===== config.mk =====
export PLATFORM = sky130hd
export DESIGN_NAME = vga_fetch_flat
export DESIGN_NICKNAME = d
export VERILOG_FILES = /design/src/rtl/vga_pkg.sv /design/src/rtl/vga_fetch_if.sv /design/src/rtl/vga_shifter.sv /design/src/rtl/vga_fetch.sv /design/src/flat_wrapper.sv
export SDC_FILE = /design/constraint.sdc
export NUM_CORES = 1
export LEC_CHECK = 0
export ABC_CLOCK_PERIOD_IN_PS = 2600
export CAP_MARGIN = 0
export CORE_MARGIN = 1.5
export CORE_UTILIZATION = 56
export CTS_BUF_LIST = sky130_fd_sc_hd__clkbuf_16
export CTS_CLUSTER_SIZE = 12
export DETAILED_ROUTE_END_ITERATION = 16
export PLACE_DENSITY = 0.81
export SYNTH_ARGS = -nofsm -noshare
export SYNTH_HDL_FRONTEND = slang
export SYNTH_SLANG_ARGS = --single-unit

===== constraint.sdc =====
create_clock -name clk -period 2.6 [get_ports clk]
set_input_delay 0.65 -clock clk [delete_from_list [all_inputs] [get_ports clk]]
set_output_delay 0.65 -clock clk [all_outputs]
set_load 0.1 [all_outputs]

===== src/rtl/vga_pkg.sv =====
// Shared VGA timing constants and fetch types, common to the timing generator and vga_fetch.
// Latency: n/a (constants, types and a pure helper function only).
// Backpressure: n/a.
package vga_pkg;

  localparam int DEF_H_ACTIVE   = 640;
  localparam int DEF_H_TOTAL    = 800;
  localparam int DEF_V_ACTIVE   = 480;
  localparam int DEF_V_TOTAL    = 525;
  localparam int BYTES_PER_LINE = 80;

  typedef enum logic {
    IDLE = 1'b0,
    REQ  = 1'b1
  } fetchState_t;

  // line * 80 built as line*64 + line*16. Only used to re-seed the line-base
  // accumulator when its history is unknown (after a mid-frame reset).
  function automatic logic [15:0] lineOffset(input logic [8:0] line);
    return {1'b0, line, 6'b0} + {3'b0, line, 4'b0};
  endfunction

endpackage


===== src/rtl/vga_fetch_if.sv =====
// Framebuffer read bus: request held until a one-clk acknowledge that carries the data.
// Latency: set by the memory; mem_data is valid in the mem_ack clk.
// Backpressure: the memory stalls by withholding mem_ack while mem_rd stays high.
// Ports: mem_addr/mem_rd driven by the fetcher (master), mem_ack/mem_data by the memory (slave).
interface vga_fetch_if;
  logic [15:0] mem_addr;
  logic        mem_rd;
  logic        mem_ack;
  logic [7:0]  mem_data;

  modport master (output mem_addr, mem_rd, input mem_ack, mem_data);
  modport slave  (input mem_addr, mem_rd, output mem_ack, mem_data);
endinterface


===== src/rtl/vga_shifter.sv =====
// 8-bit MSB-first pixel shift register with parallel load and shift enables.
// Latency: nextMsb shows, combinationally, the MSB the register holds after this clk.
// Backpressure: none; load wins over shift, both low holds.
// Ports: clk, rst_n, load, shift, din[7:0] in; nextMsb out.
module vga_shifter (
  input  logic       clk,
  input  logic       rst_n,
  input  logic       load,
  input  logic       shift,
  input  logic [7:0] din,
  output logic       nextMsb
);

  logic [7:0] q;

  always_ff @(posedge clk or negedge rst_n) begin
    if (!rst_n) begin
      q <= 8'h00;
    end else if (load) begin
      q <= din;
    end else if (shift) begin
      q <= {q[6:0], 1'b0};
    end
  end

  // The pixel for the current column is the MSB after this clk's load/shift,
  // so the caller can register it with exactly one pixel period of delay.
  assign nextMsb = load ? din[7] : (shift ? q[6] : q[7]);

endmodule


===== src/rtl/vga_fetch.sv =====
// 1 bpp framebuffer fetch: prefetches one byte group ahead and serialises it to vout with aligned syncs.
// Latency: vout/hsync/vsync are registered one pixel period after x_pos/y_pos.
// Backpressure: a fetch not acknowledged by its load point blanks that group and sets sticky underrun.
// Ports: clk, rst_n; pix_en, x_pos, y_pos, hsync_in, vsync_in timing in; mem (master) framebuffer bus;
//        vout, hsync, vsync video out; underrun sticky error.
module vga_fetch
  import vga_pkg::*;
#(
  parameter logic [15:0] BASE_ADDR = 16'h0000,
  parameter int          H_ACTIVE  = DEF_H_ACTIVE,
  parameter int          H_TOTAL   = DEF_H_TOTAL,
  parameter int          V_ACTIVE  = DEF_V_ACTIVE,
  parameter int          V_TOTAL   = DEF_V_TOTAL
) (
  input  logic        clk,
  input  logic        rst_n,
  input  logic        pix_en,
  input  logic [9:0]  x_pos,
  input  logic [8:0]  y_pos,
  input  logic        hsync_in,
  input  logic        vsync_in,
  vga_fetch_if.master mem,
  output logic        vout,
  output logic        hsync,
  output logic        vsync,
  output logic        underrun
);

  localparam logic [9:0] H_ACT        = 10'(H_ACTIVE);
  localparam logic [9:0] LAST_FETCH_X = 10'(H_ACTIVE - 8);
  localparam logic [9:0] NEXT_LINE_X  = 10'(H_TOTAL - 8);
  localparam logic [8:0] V_ACT        = 9'(V_ACTIVE);
  localparam logic [9:0] V_LAST       = 10'(V_TOTAL - 1);

  fetchState_t state;
  logic [7:0]  holdReg;
  logic        holdValid;
  logic [15:0] lineBase;   // address of group 0 of the current line
  logic        baseValid;  // lineBase has followed the frame since reset
  logic        primed;     // a group-0 prefetch has been issued since reset

  logic        active, groupStart, loadPt, shiftEn, lineEnd;
  logic        groupReq, lineReq, reqFire, starved, ackTaken, shMsb;
  logic [8:0]  nextY;
  logic [6:0]  nextGroup;
  logic [15:0] nextBase, reqAddr;

  assign active     = (x_pos < H_ACT) && (y_pos < V_ACT);
  assign groupStart = pix_en && (x_pos[2:0] == 3'd0);
  assign loadPt     = groupStart && active;
  assign shiftEn    = pix_en && active && (x_pos[2:0] != 3'd0);
  assign lineEnd    = pix_en && (x_pos == NEXT_LINE_X);

  // Compared 10 bits wide so a V_TOTAL beyond the port range cannot alias a
  // real line; the 9-bit increment rolls over to 0 on its own after 511.
  assign nextY = ({1'b0, y_pos} == V_LAST) ? 9'd0 : y_pos + 9'd1;

  assign nextBase = (nextY == 9'd0) ? BASE_ADDR :
                    baseValid       ? lineBase + 16'(BYTES_PER_LINE) :
                                      BASE_ADDR + lineOffset(nextY);

  assign nextGroup = x_pos[9:3] + 7'd1;

  // Mid-line prefetches wait for primed: until then lineBase may belong to
  // another line, and the pixels they feed are blanked anyway.
  assign groupReq = primed && groupStart && (x_pos < LAST_FETCH_X) && (y_pos < V_ACT);
  assign lineReq  = lineEnd && (nextY < V_ACT);
  assign reqFire  = groupReq || lineReq;
  assign reqAddr  = lineReq ? nextBase : lineBase + {9'd0, nextGroup};

  // Before the first group-0 prefetch the blank loads are expected, not errors.
  assign starved  = loadPt && primed && !holdValid;
  // An ack racing a missed deadline or a new request belongs to a dead fetch.
  assign ackTaken = (state == REQ) && mem.mem_ack && !reqFire && !starved;

  // Request FSM and holding register: run every clk.
  always_ff @(posedge clk or negedge rst_n) begin
    if (!rst_n) begin
      state        <= IDLE;
      mem.mem_rd   <= 1'b0;
      mem.mem_addr <= 16'h0000;
      holdReg      <= 8'h00;
      holdValid    <= 1'b0;
      underrun     <= 1'b0;
    end else begin
      if (starved || (reqFire && (state == REQ))) begin
        underrun <= 1'b1;
      end

      if (reqFire) begin
        state        <= REQ;
        mem.mem_rd   <= 1'b1;
        mem.mem_addr <= reqAddr;
      end else if (starved) begin
        state      <= IDLE;
        mem.mem_rd <= 1'b0;
      end else if (ackTaken) begin
        state      <= IDLE;
        mem.mem_rd <= 1'b0;
        holdReg    <= mem.mem_data;
      end

      if (loadPt) begin
        holdValid <= 1'b0;
      end else if (ackTaken) begin
        holdValid <= 1'b1;
      end
    end
  end

  // Pixel-rate state: advances only on pix_en.
  always_ff @(posedge clk or negedge rst_n) begin
    if (!rst_n) begin
      vout      <= 1'b0;
      hsync     <= 1'b0;
      vsync     <= 1'b0;
      lineBase  <= BASE_ADDR;
      baseValid <= 1'b0;
      primed    <= 1'b0;
    end else if (pix_en) begin
      vout  <= shMsb && active;
      hsync <= hsync_in;
      vsync <= vsync_in;
      if (lineEnd) begin
        lineBase  <= nextBase;
        baseValid <= 1'b1;
        if (lineReq) begin
          primed <= 1'b1;
        end
      end
    end
  end

  vga_shifter u_shifter (
    .clk     (clk),
    .rst_n   (rst_n),
    .load    (loadPt),
    .shift   (shiftEn),
    .din     (holdValid ? holdReg : 8'h00),
    .nextMsb (shMsb)
  );

endmodule


===== src/flat_wrapper.sv =====
// flat-port wrapper written by rule: the top's interface ports become plain ports
module vga_fetch_flat import vga_pkg::*;
#(
  parameter logic [15:0] BASE_ADDR = 16'h0000,
  parameter int          H_ACTIVE  = DEF_H_ACTIVE,
  parameter int          H_TOTAL   = DEF_H_TOTAL,
  parameter int          V_ACTIVE  = DEF_V_ACTIVE,
  parameter int          V_TOTAL   = DEF_V_TOTAL
)
  (clk, rst_n, pix_en, x_pos, y_pos, hsync_in, vsync_in, vout, hsync, vsync, underrun, mem_mem_addr, mem_mem_rd, mem_mem_ack, mem_mem_data);
  vga_fetch_if mem_i ();
  input  logic clk;
  input  logic rst_n;
  input  logic pix_en;
  input  logic [9:0] x_pos;
  input  logic [8:0] y_pos;
  input  logic hsync_in;
  input  logic vsync_in;
  output logic vout;
  output logic hsync;
  output logic vsync;
  output logic underrun;
  output wire logic [$bits(mem_i.mem_addr)-1:0] mem_mem_addr;
  output wire logic [$bits(mem_i.mem_rd)-1:0] mem_mem_rd;
  input wire logic [$bits(mem_i.mem_ack)-1:0] mem_mem_ack;
  input wire logic [$bits(mem_i.mem_data)-1:0] mem_mem_data;
  assign mem_mem_addr = mem_i.mem_addr;
  assign mem_mem_rd = mem_i.mem_rd;
  assign mem_i.mem_ack = mem_mem_ack;
  assign mem_i.mem_data = mem_mem_data;
  vga_fetch #(.BASE_ADDR(BASE_ADDR), .H_ACTIVE(H_ACTIVE), .H_TOTAL(H_TOTAL), .V_ACTIVE(V_ACTIVE), .V_TOTAL(V_TOTAL)) u_core (.clk(clk), .rst_n(rst_n), .pix_en(pix_en), .x_pos(x_pos), .y_pos(y_pos), .hsync_in(hsync_in), .vsync_in(vsync_in), .mem(mem_i), .vout(vout), .hsync(hsync), .vsync(vsync), .underrun(underrun));
endmodule

==> qor.yml <==
global_routing:
  grt_max_degree: 25
  grtUsageTotal_pct: 33.2
  grt_first_pass_wirelength_um: 19600
  antenna_found_initial: 0
  first_global_vias: 4051
  grt_overflow: 0
clock_tree:
  htree_levels: 2
  cts_buffers: 5
  cts_num_sinks: 55
  path_clk_slew_ns: 0.07
  cts_tree: "yes"
  insertion_delay_ns: 0.29
  cts_hold_buffers: 0
  root_buffer: "clkbuf_16"
  clockBufferDepth: 2
timing:
  slew_viol_final: 0
  fmax_ghz: 0.374
  min_period_over_period_pct: 103
  relSlewSlack_pct: 50.2
  rsz0062_at_grt: "yes"
  worst_pin_slew_ns: 0.746
  period_minus_slack_ns: 2.67
  worst_slack_ns: -0.0748
  finalHoldViolations: 0
  setup_viol: 3
  fin_skew_ns: 0.00415
  hold_ws_ns: 0.337
detailed_routing:
  routedWlPerCell_um: 18.3
  drt_pass1_iterations: 7
  antenna_left: 0
  drt_iter0_drc: 410
  vias: 4147
  drt_drc_violations_left: 0
  wirelength_um: 12700
  viasPerCell: 5.99
yosys:
  syn_nets: 489
  synth_most_common_cell: "nand2_1"
  yosys.area.top_type: "dfrtp_1"
  syn_inst: 436
  yosysUniqueCellTypes: 71
  ys_ff_latch: 55
  ys_seq_area_share_pct: 34.5
  synthArstFlopShare_pct: 100
  synth_area_leaders: "dfrtp_1 35%, ha_1 5.6%, nand2_1 5.3%"
  ys.flop_type: "dfrtp_1"
  synth-edff-count: 0
  syn_area_um2: 3990
  syn_avg_cell_area_um2: 9.14
  synth.top_cells.by_count: "56 x nand2_1, 55 x dfrtp_1, 35 x o21ai_0"
  yosysTopAreaCellShare_pct: 34.5
  ys_warn_count: 0
die:
  rows: 30
  coreArea_um2: 6830
  start_util_pct: 58.4
  die-width_um: 87.4
  num_io_pins: 54
  die_h_um: 87.4
  die-area_um2: 7630
flow_run:
  drv_cap: 0
worst_setup_path:
  critical_path_required_ns: 2.78
  r2r_end: "u_core.mem.mem_addr[14]"
  cp_top_family: "compound AO/OA/AOI/OAI gates"
  cp_num_buf_inv: 3
  critPathCapture: "u_core.lineBase[14]"
  cp-start-kind: "input pin"
  worst-setup-path-type: "input pin to register"
  rrSetupSlack_ns: 0.22
  cp_slowest_cell: "o31a_1"
  end_kind: "register"
  slowest_delay_ns: 0.32
  r2r-start: "u_core.lineBase[0]"
  path_cells: "buf_8, buf_6, nand2_8, nor2_4, and3_4, xnor2_4, inv_2, ha_4, a21oi_4, o21bai_1, a41oi_2, o21ai_1, nor3b_2, o31a_1"
  path_max_fanout: 4
  reg2reg_depth: 10
  critPathLaunch: "y_pos[3]"
  cp.depth: 14
  cp.arrival_ns: 2.86
outcome:
  violations: "negative setup slack"
  status: "finished, violations left"
place:
  dp_cells: 671
  pre_cts_slack_ns: -0.896
  place_congestion: 0.906
  io_buffers: 53
  dp_hpwl_um: 8680
  placed_area_um2: 5410
finish:
  nets: 650
  fin_util_pct: 85.8
  syn_to_final_growth_pct: 47.1
  antenna_cells: 0
  finalNonFillerCells: 692
  drive_above_1_share_pct: 40.3
  final_cell_area_um2: 5860
power_and_ir_drop:
  p_leak_nw: 2.68
  ir_worst_vdd_v: 0.000354
  powerDensity_nw_per_um2: 498
hold_path:
  min_path_type: "input pin to asynchronous set/reset pin"
## sequential cells by signal, summed over array words and instances, names as in the netlist
register and cells:
u_core.mem.mem_rd 1, u_core.mem.mem_addr 16, u_core.holdReg 8, u_core.lineBase 16
u_core.u_shifter.q 7, u_core.hsync 1, u_core.underrun 1, u_core.baseValid 1
u_core.primed 1, u_core.holdValid 1, u_core.vsync 1, u_core.vout 1
## final cells by class
cell class / instances / area [µm²]
Clock inverter: 1 / 7.51
Timing Repair Buffer: 174 / 1400
Multi-Input combinational cell: 348 / 2780
Tap cell: 96 / 120
Inverter: 13 / 48.8
Clock buffer: 5 / 125
Fill cell: 354 / 967
Sequential cell: 55 / 1380
## layout by cell type (no fill, tap or decap), types with 3 or more instances in the layout
cell type	netlist	layout
ha_1	18	9
dfrtp_1	55	55
mux2_4	8	8
nand2_1	56	54
a21oi_2	0	4
buf_2	1	3
nand2b_1	4	4
and3_1	11	10
nor3_2	0	4
a22oi_1	3	3
o22ai_1	4	4
nor2_1	19	14
buf_4	1	138
and2_1	6	6
nand2_4	3	3
o21ai_1	4	6
xnor2_2	0	4
nand4_1	5	5
o211ai_1	12	12
mux2_2	3	3
xor2_1	21	17
or3_1	7	6
inv_1	13	11
clkdlybuf4s50_1	0	15
mux2i_1	5	5
buf_6	4	5
nand3_1	13	11
clkbuf_2	0	3
or4_1	3	3
a21oi_1	24	19
buf_8	0	4
xor2_2	0	4
xnor2_1	23	18
ha_2	0	4
ha_4	0	5
o21ai_0	35	33
a21o_1	6	6
nor2_4	0	4
clkbuf_16	0	5
## routing by layer
metal / global-route usage, % / wire, µm
met3: 4.08 / 725
met4: 13.3 / 548
met5: 0 / 0
met1: 40.1 / 4900
met2: 59.8 / 6490
## worst reg2reg max path, stage by stage (launching register included)
cell and delay [ns]:
dfrtp_1 0.39, ha_1 0.22, fa_2 0.37, a21o_1 0.20, a21oi_2 0.14, o211ai_1 0.16, nand4_1 0.15, xor2_1 0.24
nor2_1 0.10, a221oi_2 0.18, nand3_1 0.10
## worst min-delay path by stage
stage                              to  slack [ns]  cells past startpoint
6_report       u_core.mem.mem_addr[5]        0.34                      1
5_1_grt        u_core.mem.mem_addr[5]        0.38                      1
4_1_cts        u_core.mem.mem_addr[5]        0.35                      1
3_5_place_dp          u_core.underrun        0.46                      1
3_3_place_gp          u_core.underrun        0.45                      1
2_1_floorplan        u_core.baseValid        0.35                      0
## logic make-up (layout without fill, tap and decap cells)
family          Yosys count  after routing  synth area share, %
compound gates          115            115                 18.5
xor+xnor                 44             44                 9.67
fa+ha+maj                20             20                 6.65
buf+inv                  33            193                 4.74
flops                    55             55                 34.5
mux                      17             17                 5.46
simple gates            152            152                 20.4
## power by group
group	total [W]	switching, W	leakage [nW]	internal [W]
clock network	0.000652	0.000304	0.0618	0.000347
logic	0.00121	0.000764	1.91	0.000441
registers	0.00106	0.0000869	0.711	0.000976
## what timing repair did
action / in CTS / in global routing
gates resized for setup: 67 / 43
endpoints found under the setup margin: 43 / 27
pin swaps: 31 / 27
setup buffers: 9 / 6
hold endpoints to repair: 0 / 0
## stage by stage
step	total power, W	TNS, ns
6_report	0.00292	-0.0963
3_3_place_gp	0.00218	-23.05
5_1_grt	0.00304	-0.468
2_1_floorplan	0.00184	-0.174
3_5_place_dp	0.00221	-26.55
4_1_cts	0.00289	-0.00428
No activity file was read; power rests on OpenSTA's default activity.
